## config.mk

```make
export PLATFORM = sky130hd
export DESIGN_NAME = id_ex_stage
export DESIGN_NICKNAME = d
export VERILOG_FILES = /design/src/rtl/id_ex_stage_pkg.sv /design/src/rtl/id_ex_stage_alu_control.sv /design/src/rtl/id_ex_stage.sv
export SDC_FILE = /design/constraint.sdc
export NUM_CORES = 1
export LEC_CHECK = 0
export ABC_AREA = 0
export CORE_MARGIN = 5
export CORE_UTILIZATION = 45
export CTS_BUF_LIST = sky130_fd_sc_hd__clkbuf_8
export CTS_CLUSTER_SIZE = 10
export DETAILED_ROUTE_END_ITERATION = 10
export PLACE_DENSITY = 0.83
export SKIP_LAST_GASP = 1
export SLEW_MARGIN = 20
export SYNTH_ARGS = -nofsm -noshare
export SYNTH_HDL_FRONTEND = slang
export SYNTH_SLANG_ARGS = --single-unit
```

## constraint.sdc

```tcl
create_clock -name clk -period 3 [get_ports clk]
set_input_delay 0.3 -clock clk [delete_from_list [all_inputs] [get_ports clk]]
set_output_delay 0.3 -clock clk [all_outputs]
set_load 0.05 [all_outputs]
```

## src/rtl/id_ex_stage_pkg.sv

```systemverilog
// Shared constants for the ID/EX stage: ALU op codes, main-decoder ALUOp
// encodings and the R-type funct values understood by the ALU control.
package id_ex_stage_pkg;

    // ALU op codes presented to the ALU
    localparam logic [3:0] ALU_AND = 4'd0;
    localparam logic [3:0] ALU_OR  = 4'd1;
    localparam logic [3:0] ALU_ADD = 4'd2;
    localparam logic [3:0] ALU_SUB = 4'd6;
    localparam logic [3:0] ALU_SLT = 4'd7;
    localparam logic [3:0] ALU_NOP = 4'd15;

    // ALUOp field produced by the main decoder
    typedef enum logic [1:0] {
        ALUOP_ADD   = 2'b00,
        ALUOP_SUB   = 2'b01,
        ALUOP_FUNCT = 2'b10,
        ALUOP_SLT   = 2'b11
    } aluop_t;

    // R-type funct codes
    localparam logic [5:0] FUNCT_ADD = 6'h20;
    localparam logic [5:0] FUNCT_SUB = 6'h22;
    localparam logic [5:0] FUNCT_AND = 6'h24;
    localparam logic [5:0] FUNCT_OR  = 6'h25;
    localparam logic [5:0] FUNCT_SLT = 6'h2A;

endpackage

```

## src/rtl/id_ex_stage_alu_control.sv

```systemverilog
// ALU control: turns the main-decoder ALUOp plus the R-type funct field
// into the 4-bit ALU op code. Purely combinational.
module id_ex_stage_alu_control
    import id_ex_stage_pkg::*;
(
    input  logic [1:0] alu_ctrl_op,
    input  logic [5:0] funct,
    output logic [3:0] op
);

    // Non-R-type ALUOps select a fixed op; R-type defers to funct, and an
    // unknown funct maps to NOP so the ALU produces zero.
    always_comb begin
        op = ALU_NOP;
        case (aluop_t'(alu_ctrl_op))
            ALUOP_ADD: op = ALU_ADD;
            ALUOP_SUB: op = ALU_SUB;
            ALUOP_SLT: op = ALU_SLT;
            ALUOP_FUNCT: begin
                case (funct)
                    FUNCT_ADD: op = ALU_ADD;
                    FUNCT_SUB: op = ALU_SUB;
                    FUNCT_AND: op = ALU_AND;
                    FUNCT_OR:  op = ALU_OR;
                    FUNCT_SLT: op = ALU_SLT;
                    default:   op = ALU_NOP;
                endcase
            end
            default: op = ALU_NOP;
        endcase
    end

endmodule

```

## src/rtl/id_ex_stage.sv

```systemverilog
// ID/EX pipeline register of the 5-stage MIPS pipeline. Captures decoded
// ID fields, handles stall/flush and load-use bubbles, forwards operands
// from EX/MEM and MEM/WB, and decodes the ALU op for the EX stage.
module id_ex_stage
    import id_ex_stage_pkg::*;
#(
    parameter int DATA_W = 32,
    parameter int REG_W  = 5
) (
    input  logic              clk,
    input  logic              rst_n,
    input  logic              stall,
    input  logic              flush,
    input  logic              id_valid,
    input  logic [DATA_W-1:0] id_pc_plus4,
    input  logic [DATA_W-1:0] id_rs_data,
    input  logic [DATA_W-1:0] id_rt_data,
    input  logic [DATA_W-1:0] id_imm,
    input  logic [REG_W-1:0]  id_rs,
    input  logic [REG_W-1:0]  id_rt,
    input  logic [REG_W-1:0]  id_rd,
    input  logic              id_alu_src,
    input  logic              id_reg_dst,
    input  logic              id_reg_write,
    input  logic              id_mem_read,
    input  logic              id_mem_write,
    input  logic              id_mem_to_reg,
    input  logic              id_branch,
    input  logic [1:0]        id_alu_ctrl_op,
    input  logic              exmem_reg_write,
    input  logic [REG_W-1:0]  exmem_rd,
    input  logic [DATA_W-1:0] exmem_result,
    input  logic              memwb_reg_write,
    input  logic [REG_W-1:0]  memwb_rd,
    input  logic [DATA_W-1:0] memwb_result,
    output logic              load_use_hazard,
    output logic              ex_valid,
    output logic [DATA_W-1:0] alu_data_in_1,
    output logic [DATA_W-1:0] alu_data_in_2,
    output logic [3:0]        alu_op,
    output logic [DATA_W-1:0] ex_store_data,
    output logic [REG_W-1:0]  ex_write_reg,
    output logic [DATA_W-1:0] ex_branch_target,
    output logic              ex_reg_write,
    output logic              ex_mem_read,
    output logic              ex_mem_write,
    output logic              ex_mem_to_reg,
    output logic              ex_branch
);

    logic [DATA_W-1:0] ex_pc_plus4;
    logic [DATA_W-1:0] ex_rs_data;
    logic [DATA_W-1:0] ex_rt_data;
    logic [DATA_W-1:0] ex_imm;
    logic [REG_W-1:0]  ex_rs;
    logic [REG_W-1:0]  ex_rt;
    logic [REG_W-1:0]  ex_rd;
    logic              ex_alu_src;
    logic              ex_reg_dst;
    logic [1:0]        ex_alu_ctrl_op;
    logic              load_bubble;
    logic [DATA_W-1:0] fwd_rs;
    logic [DATA_W-1:0] fwd_rt;

    // A load in EX whose destination is read by the ID instruction must be
    // separated by one bubble; $0 never creates a dependency.
    always_comb begin
        load_use_hazard = ex_valid & ex_mem_read & id_valid &
                          (ex_rt != '0) & ((ex_rt == id_rs) | (ex_rt == id_rt));
    end

    // Reset and flush always win; a hazard bubble only happens when not stalled.
    always_comb begin
        load_bubble = !rst_n | flush | (!stall & load_use_hazard);
    end

    // Pipeline register: clear on bubble, hold on stall, otherwise capture ID.
    always_ff @(posedge clk) begin
        if (load_bubble) begin
            ex_valid       <= 1'b0;
            ex_pc_plus4    <= '0;
            ex_rs_data     <= '0;
            ex_rt_data     <= '0;
            ex_imm         <= '0;
            ex_rs          <= '0;
            ex_rt          <= '0;
            ex_rd          <= '0;
            ex_alu_src     <= 1'b0;
            ex_reg_dst     <= 1'b0;
            ex_reg_write   <= 1'b0;
            ex_mem_read    <= 1'b0;
            ex_mem_write   <= 1'b0;
            ex_mem_to_reg  <= 1'b0;
            ex_branch      <= 1'b0;
            ex_alu_ctrl_op <= 2'b00;
        end else if (!stall) begin
            ex_valid       <= id_valid;
            ex_pc_plus4    <= id_pc_plus4;
            ex_rs_data     <= id_rs_data;
            ex_rt_data     <= id_rt_data;
            ex_imm         <= id_imm;
            ex_rs          <= id_rs;
            ex_rt          <= id_rt;
            ex_rd          <= id_rd;
            ex_alu_src     <= id_alu_src;
            ex_reg_dst     <= id_reg_dst;
            ex_reg_write   <= id_reg_write;
            ex_mem_read    <= id_mem_read;
            ex_mem_write   <= id_mem_write;
            ex_mem_to_reg  <= id_mem_to_reg;
            ex_branch      <= id_branch;
            ex_alu_ctrl_op <= id_alu_ctrl_op;
        end
    end

    // Operand forwarding: the younger EX/MEM result beats MEM/WB; $0 is never forwarded.
    always_comb begin
        fwd_rs = ex_rs_data;
        if (exmem_reg_write && exmem_rd != '0 && exmem_rd == ex_rs)
            fwd_rs = exmem_result;
        else if (memwb_reg_write && memwb_rd != '0 && memwb_rd == ex_rs)
            fwd_rs = memwb_result;

        fwd_rt = ex_rt_data;
        if (exmem_reg_write && exmem_rd != '0 && exmem_rd == ex_rt)
            fwd_rt = exmem_result;
        else if (memwb_reg_write && memwb_rd != '0 && memwb_rd == ex_rt)
            fwd_rt = memwb_result;
    end

    // Operand selection, destination choice and branch target for EX.
    always_comb begin
        alu_data_in_1    = fwd_rs;
        alu_data_in_2    = ex_alu_src ? ex_imm : fwd_rt;
        ex_store_data    = fwd_rt;
        ex_write_reg     = ex_reg_dst ? ex_rd : ex_rt;
        ex_branch_target = ex_pc_plus4 + (ex_imm << 2);
    end

    id_ex_stage_alu_control u_alu_control (
        .alu_ctrl_op (ex_alu_ctrl_op),
        .funct       (ex_imm[5:0]),
        .op          (alu_op)
    );

endmodule
```

## After elaboration in Yosys (flattened, before gate mapping)

Index checks and enable logic that the tools add are counted.

| word-level totals | value |
|---|---|
| flip-flop bits (word level) | 153 |
| input bits | 233 |
| output and inout port bits | 144 |
| word-level logic and storage cells | 59 |

| cells by class | value |
|---|---|
| $add $sub $neg | 1 |
| eq/ne operators | 14 |
| mux-type cells | 8 |
| bitwise operators | 8 |
| reductions and logical operators | 12 |

Operators with widths:

| cell | count |
|---|---|
| 2-to-1 mux 32 bit | 5 |
| adder 32 bit | 1 |
| equality test 5 bit | 6 |
| equality test 6 bit (second input constant) | 5 |
| one-hot mux 4 bit (5 select lines) | 1 |
| one-hot mux 4 bit (4 select lines) | 1 |
| nonzero test 5 bit | 3 |
| logical AND 1 bit | 6 |
| AND 1 bit | 5 |
| 2-to-1 mux 5 bit | 1 |
| equality test 2 bit (second input constant) | 2 |
| OR 1 bit | 3 |
| equality test 2 x 1 -> 1 bit (second input constant) | 1 |
| zero test 1 bit | 2 |
| zero test 2 bit | 1 |

## Depth between registers and ports, before layout

| depth | value |
|---|---|
| depth in word-level cells | 6 |
| gate-level depth with buffers | 10 |
| gate-level depth less buffers | 10 |

## By module

Synthesis repeated with hierarchy kept, for this count alone.

| unflattened totals | value |
|---|---|
| cells, all modules | 1044 |
| area, all modules | 9160.0 sq um |

Modules (own cells, without submodules):

| module | instances | cells each | area each (sq um) | seq. area each (sq um) |
|---|---|---|---|---|
| id_ex_stage | 1 | 1030 | 9063.7 | 3062.9 |
| id_ex_stage_alu_control | 1 | 14 | 96.3 | 0.0 |

## Worst setup path before layout

OpenSTA, ideal clock, no wires.

| path | value |
|---|---|
| path type | register -> output |
| start point | register ex_imm[0] |
| end point | output port ex_branch_target[28] |
| arrival | 3.021 ns |
| data required time | 2.700 ns |
| slack | -0.321 ns |
| cell stages (with the launch flop) | 11 |
| buffers on the path | 0 |
| cells stage by stage | dfxtp_1 ha_1 inv_1 fa_1 nand2b_1 a21oi_1 o31ai_1 o31ai_2 a21boi_0 o41ai_1 xor2_1 |

| on the way | value |
|---|---|
| longest elaborated chain between the ends | 1 |

RTL lines:

| what | line | source |
|---|---|---|
| from (decl) | id_ex_stage.sv:54 | `logic [DATA_W-1:0] ex_imm;` |
| from (signal assigned) | id_ex_stage.sv:101 | `ex_imm <= id_imm;` |
| adder 32 bit | id_ex_stage.sv:137 | `ex_branch_target = ex_pc_plus4 + (ex_imm << 2);` |
| to (decl) | id_ex_stage.sv:43 | `output logic [DATA_W-1:0] ex_branch_target,` |

Every way passes these cells.

## Final worst setup path

| path | value |
|---|---|
| start point | register ex_pc_plus4[2] |
| end point | output port ex_branch_target[28] |

| on the way | value |
|---|---|
| longest elaborated chain between the ends | 1 |

RTL lines:

| what | line | source |
|---|---|---|
| from (decl) | id_ex_stage.sv:51 | `logic [DATA_W-1:0] ex_pc_plus4;` |
| from (signal assigned) | id_ex_stage.sv:98 | `ex_pc_plus4 <= id_pc_plus4;` |
| adder 32 bit | id_ex_stage.sv:137 |  |

Every way passes these cells.

==> flow_metrics.tcl <==
set metrics [dict create \
    synth-edff-count 0 \
    pwr_density_cell_nw_per_um2 344 \
    grtUsageTotal_pct 30.7 \
    fillers 1144 \
    async_flop_share_pct 0 \
    clk_path_buf_depth 2 \
    clk_pin_slew_ps 100 \
    hold_violations 0 \
    core_area_um2 20100 \
    synth_nets 1305 \
    p_sw_w 0.00183 \
    overflow 0 \
    relSlewSlack_pct 57.8 \
    gp_congestion 0.932 \
    endpoint_kind "output pin" \
    ant_nets 0 \
    fin_ws_ps -277 \
    rsz0062_at_grt "true" \
    clk_latency_ps 470 \
    ff2ff_setup_slack_ps 590 \
    viasPerCell 5.54 \
    timing.fmax_mhz 305 \
    drive_gt1_share_pct 28.3 \
    crit_arrival_ps 2980 \
    tightest_slew_ps 633 \
    nets 1720 \
    violations "setup timing" \
    irDropWorstVdd_uv 323 \
    ys.flop_type "dfxtp_1" \
    first_pass_iters 6 \
    cts_hold_buf 0 \
    run_status "finished with violations" \
    stdcell_count 1741 \
    ys_warn_count 0 \
    grt_max_degree 92 \
    power_frac_comb_pct 32.5 \
    ys_ff_latch 153 \
    numCtsBuffers 17 \
    grt_pass1_wl_um 56400 \
    dieArea_um2 23300 \
    crit_path_max_fanout 2 \
    io_buffers 376 \
    dp.cells 1674 \
    syn_area_um2 9140 \
    die-width_um 153 \
    drtIter0Drc 716 \
    root_buffer "clkbuf_8" \
    die_h_um 153 \
    drt-total-wl_um 40100 \
    wl_per_cell_um 23.0 \
    min_period_over_period_pct 109 \
    yosysSeqAreaShare_pct 33.5 \
    hold-worst-slack_ps 428 \
    cts.sinks 153 \
    drc 0 \
    p_sw_share_pct 32.6 \
    cts_tree "yes" \
    finClkSkew_ps 21.1 \
    criticalPathCategory "register to output pin" \
    start_util_pct 45.5 \
    area_growth_pct 78.3 \
    leakage_nw 6.73 \
    hpwl_um 27800 \
    start_kind "register" \
    fin_crit_ps 3280 \
    cap_violations 0 \
    yosysUniqueCellTypes 52 \
    drv_slew 0 \
    vias 9649 \
    antenna_found_initial 4 \
    finish.utilization_pct 81.1 \
    p_int_w 0.00379 \
    rows 52 \
    cts-htree-levels 4 \
    io_pins 377 \
    synth_cells 1042 \
    hp-class "input port to register" \
    pwr-share-clk_pct 29.0 \
    synth_area_per_cell_um2 8.77 \
    setup_viol 10 \
    pwr-share-seq_pct 38.5 \
    finalPower_w 0.00561 \
    grt_pass1_vias 9792 \
    cp_data_required_time_ps 2700 \
]
==> Yosys cell counts (2+ instances only) <==
cell | number | area share [%]
buf_4 | 9 | 0.74
mux2_2 | 37 | 4.6
nor4_1 | 3 | 0.21
nand4b_1 | 2 | 0.19
a31oi_1 | 4 | 0.27
xnor2_1 | 31 | 3.0
o21a_1 | 2 | 0.16
a211oi_1 | 2 | 0.16
mux2i_1 | 217 | 24
nand2b_1 | 5 | 0.34
dfxtp_1 | 153 | 34
o21ai_1 | 2 | 0.11
a21o_1 | 13 | 1.1
a21oi_2 | 2 | 0.19
nand3_1 | 11 | 0.60
a21oi_1 | 64 | 3.5
clkbuf_1 | 48 | 2.0
o21ai_0 | 52 | 2.8
nor3_1 | 7 | 0.38
nand2_1 | 59 | 2.4
nand4_1 | 5 | 0.34
o211ai_1 | 3 | 0.25
a21boi_0 | 2 | 0.16
xor2_1 | 28 | 2.7
inv_1 | 6 | 0.25
ha_1 | 29 | 4.0
buf_2 | 12 | 0.66
or4_1 | 4 | 0.33
buf_6 | 3 | 0.37
nor4_2 | 2 | 0.27
nor2b_1 | 4 | 0.27
and4_1 | 2 | 0.19
nor2_1 | 200 | 8.2
==> stage by stage <==
step / cell area, um2 / setup TNS, ps / setup WS, ps
final: 16300 / -1320 / -277
after global routing: 16300 / -3450 / -379
after CTS: 15600 / -912 / -194
after detailed placement: 14800 / -376 / -113
after global placement: 14800 / -85.8 / -50.1
after floorplan: 9270 / -165 / -165
==> layout by cell type (no fill, tap or decap), types with 8 or more instances in the layout <==
master	n
clkdlybuf4s50_1	247
mux2i_1	202
nor2_1	198
dfxtp_1	140
buf_12	126
buf_4	69
nand2_1	57
o21ai_0	44
a21oi_2	36
mux2_2	29
a21oi_1	27
xnor2_1	25
xor2_1	20
clkbuf_8	19
ha_4	17
a21o_1	13
buf_6	12
mux2i_2	11
ha_1	11
dfxtp_2	10
nand3_1	8
mux2_4	8
==> power groups by stage <==
stage / Combinational [W] / Sequential (W) / Clock, W
after floorplan: 0.000812 / 0.00218 / 0
after global placement: 0.00169 / 0.00220 / 0
after detailed placement: 0.00172 / 0.00220 / 0
after CTS: 0.00176 / 0.00216 / 0.00163
after global routing: 0.00190 / 0.00217 / 0.00172
final: 0.00182 / 0.00216 / 0.00163
==> timing repair <==
action / CTS / global route
endpoints found under the setup margin: 47 / 57
resized for setup: 86 / 75
buffers inserted: 8 / 15
pin swaps: 19 / 22
cloned: 1 / 10
==> area by class of cell <==
| class | instances | area, um2 | area share (%) |
|---|---|---|---|
| multi-input cells | 810 | 6540 | 40.1 |
| repair buffers | 469 | 5910 | 36.3 |
| flip-flops and latches | 153 | 3090 | 18.9 |
| well taps | 270 | 338 | 2.07 |
| clock buffers | 18 | 248 | 1.52 |
| clock inverters | 13 | 145 | 0.891 |
| inverters | 6 | 22.5 | 0.138 |
| diodes | 2 | 5.00 | 0.0307 |
==> cell families (layout without fill, tap and decap cells) <==
family / after synthesis / in the layout / synth area share (%)
DFF: 153 / 153 / 33.5
AOI/OAI and AO/OA: 158 / 158 / 10.1
adders and majority gates: 30 / 30 / 4.19
and+or+nand+nor: 309 / 309 / 14.1
muxes: 254 / 254 / 28.3
buffers and inverters: 79 / 506 / 4.03
other: 0 / 2 / 0
xor gates and xnor gates: 59 / 59 / 5.65
==> worst paths after layout <==
kind / from / end / depth (start not counted)
worst max-delay path: ex_pc_plus4[2] / ex_branch_target[28] / 12
worst min-delay path: id_rd[0] / ex_rd[0] / 3
worst max register to register: ex_rt[3] / ex_imm[23] / 7
worst min register to register: ex_rt_data[14] / ex_rt_data[14] / 2
==> worst max-delay path, stage by stage, from the launching register on <==
cell and delay (ps):
dfxtp_2 360, ha_4 140, inv_2 40, fa_2 340
nand2b_4 170, a21oi_4 200, o31ai_4 90, o31ai_4 300
a21boi_2 120, o41ai_2 250, buf_4 200, xor2_4 170
buf_12 150
==> routing by layer <==
metal  up-vias  track usage, %  wire length (um)
met2       495            53.1             19900
met5         -               0                23
met1      4565            35.7             15100
met3       115            9.37              3310
li1       4470               -                 -
met4         4            11.5              1690
(Power assumes the default switching activity.)
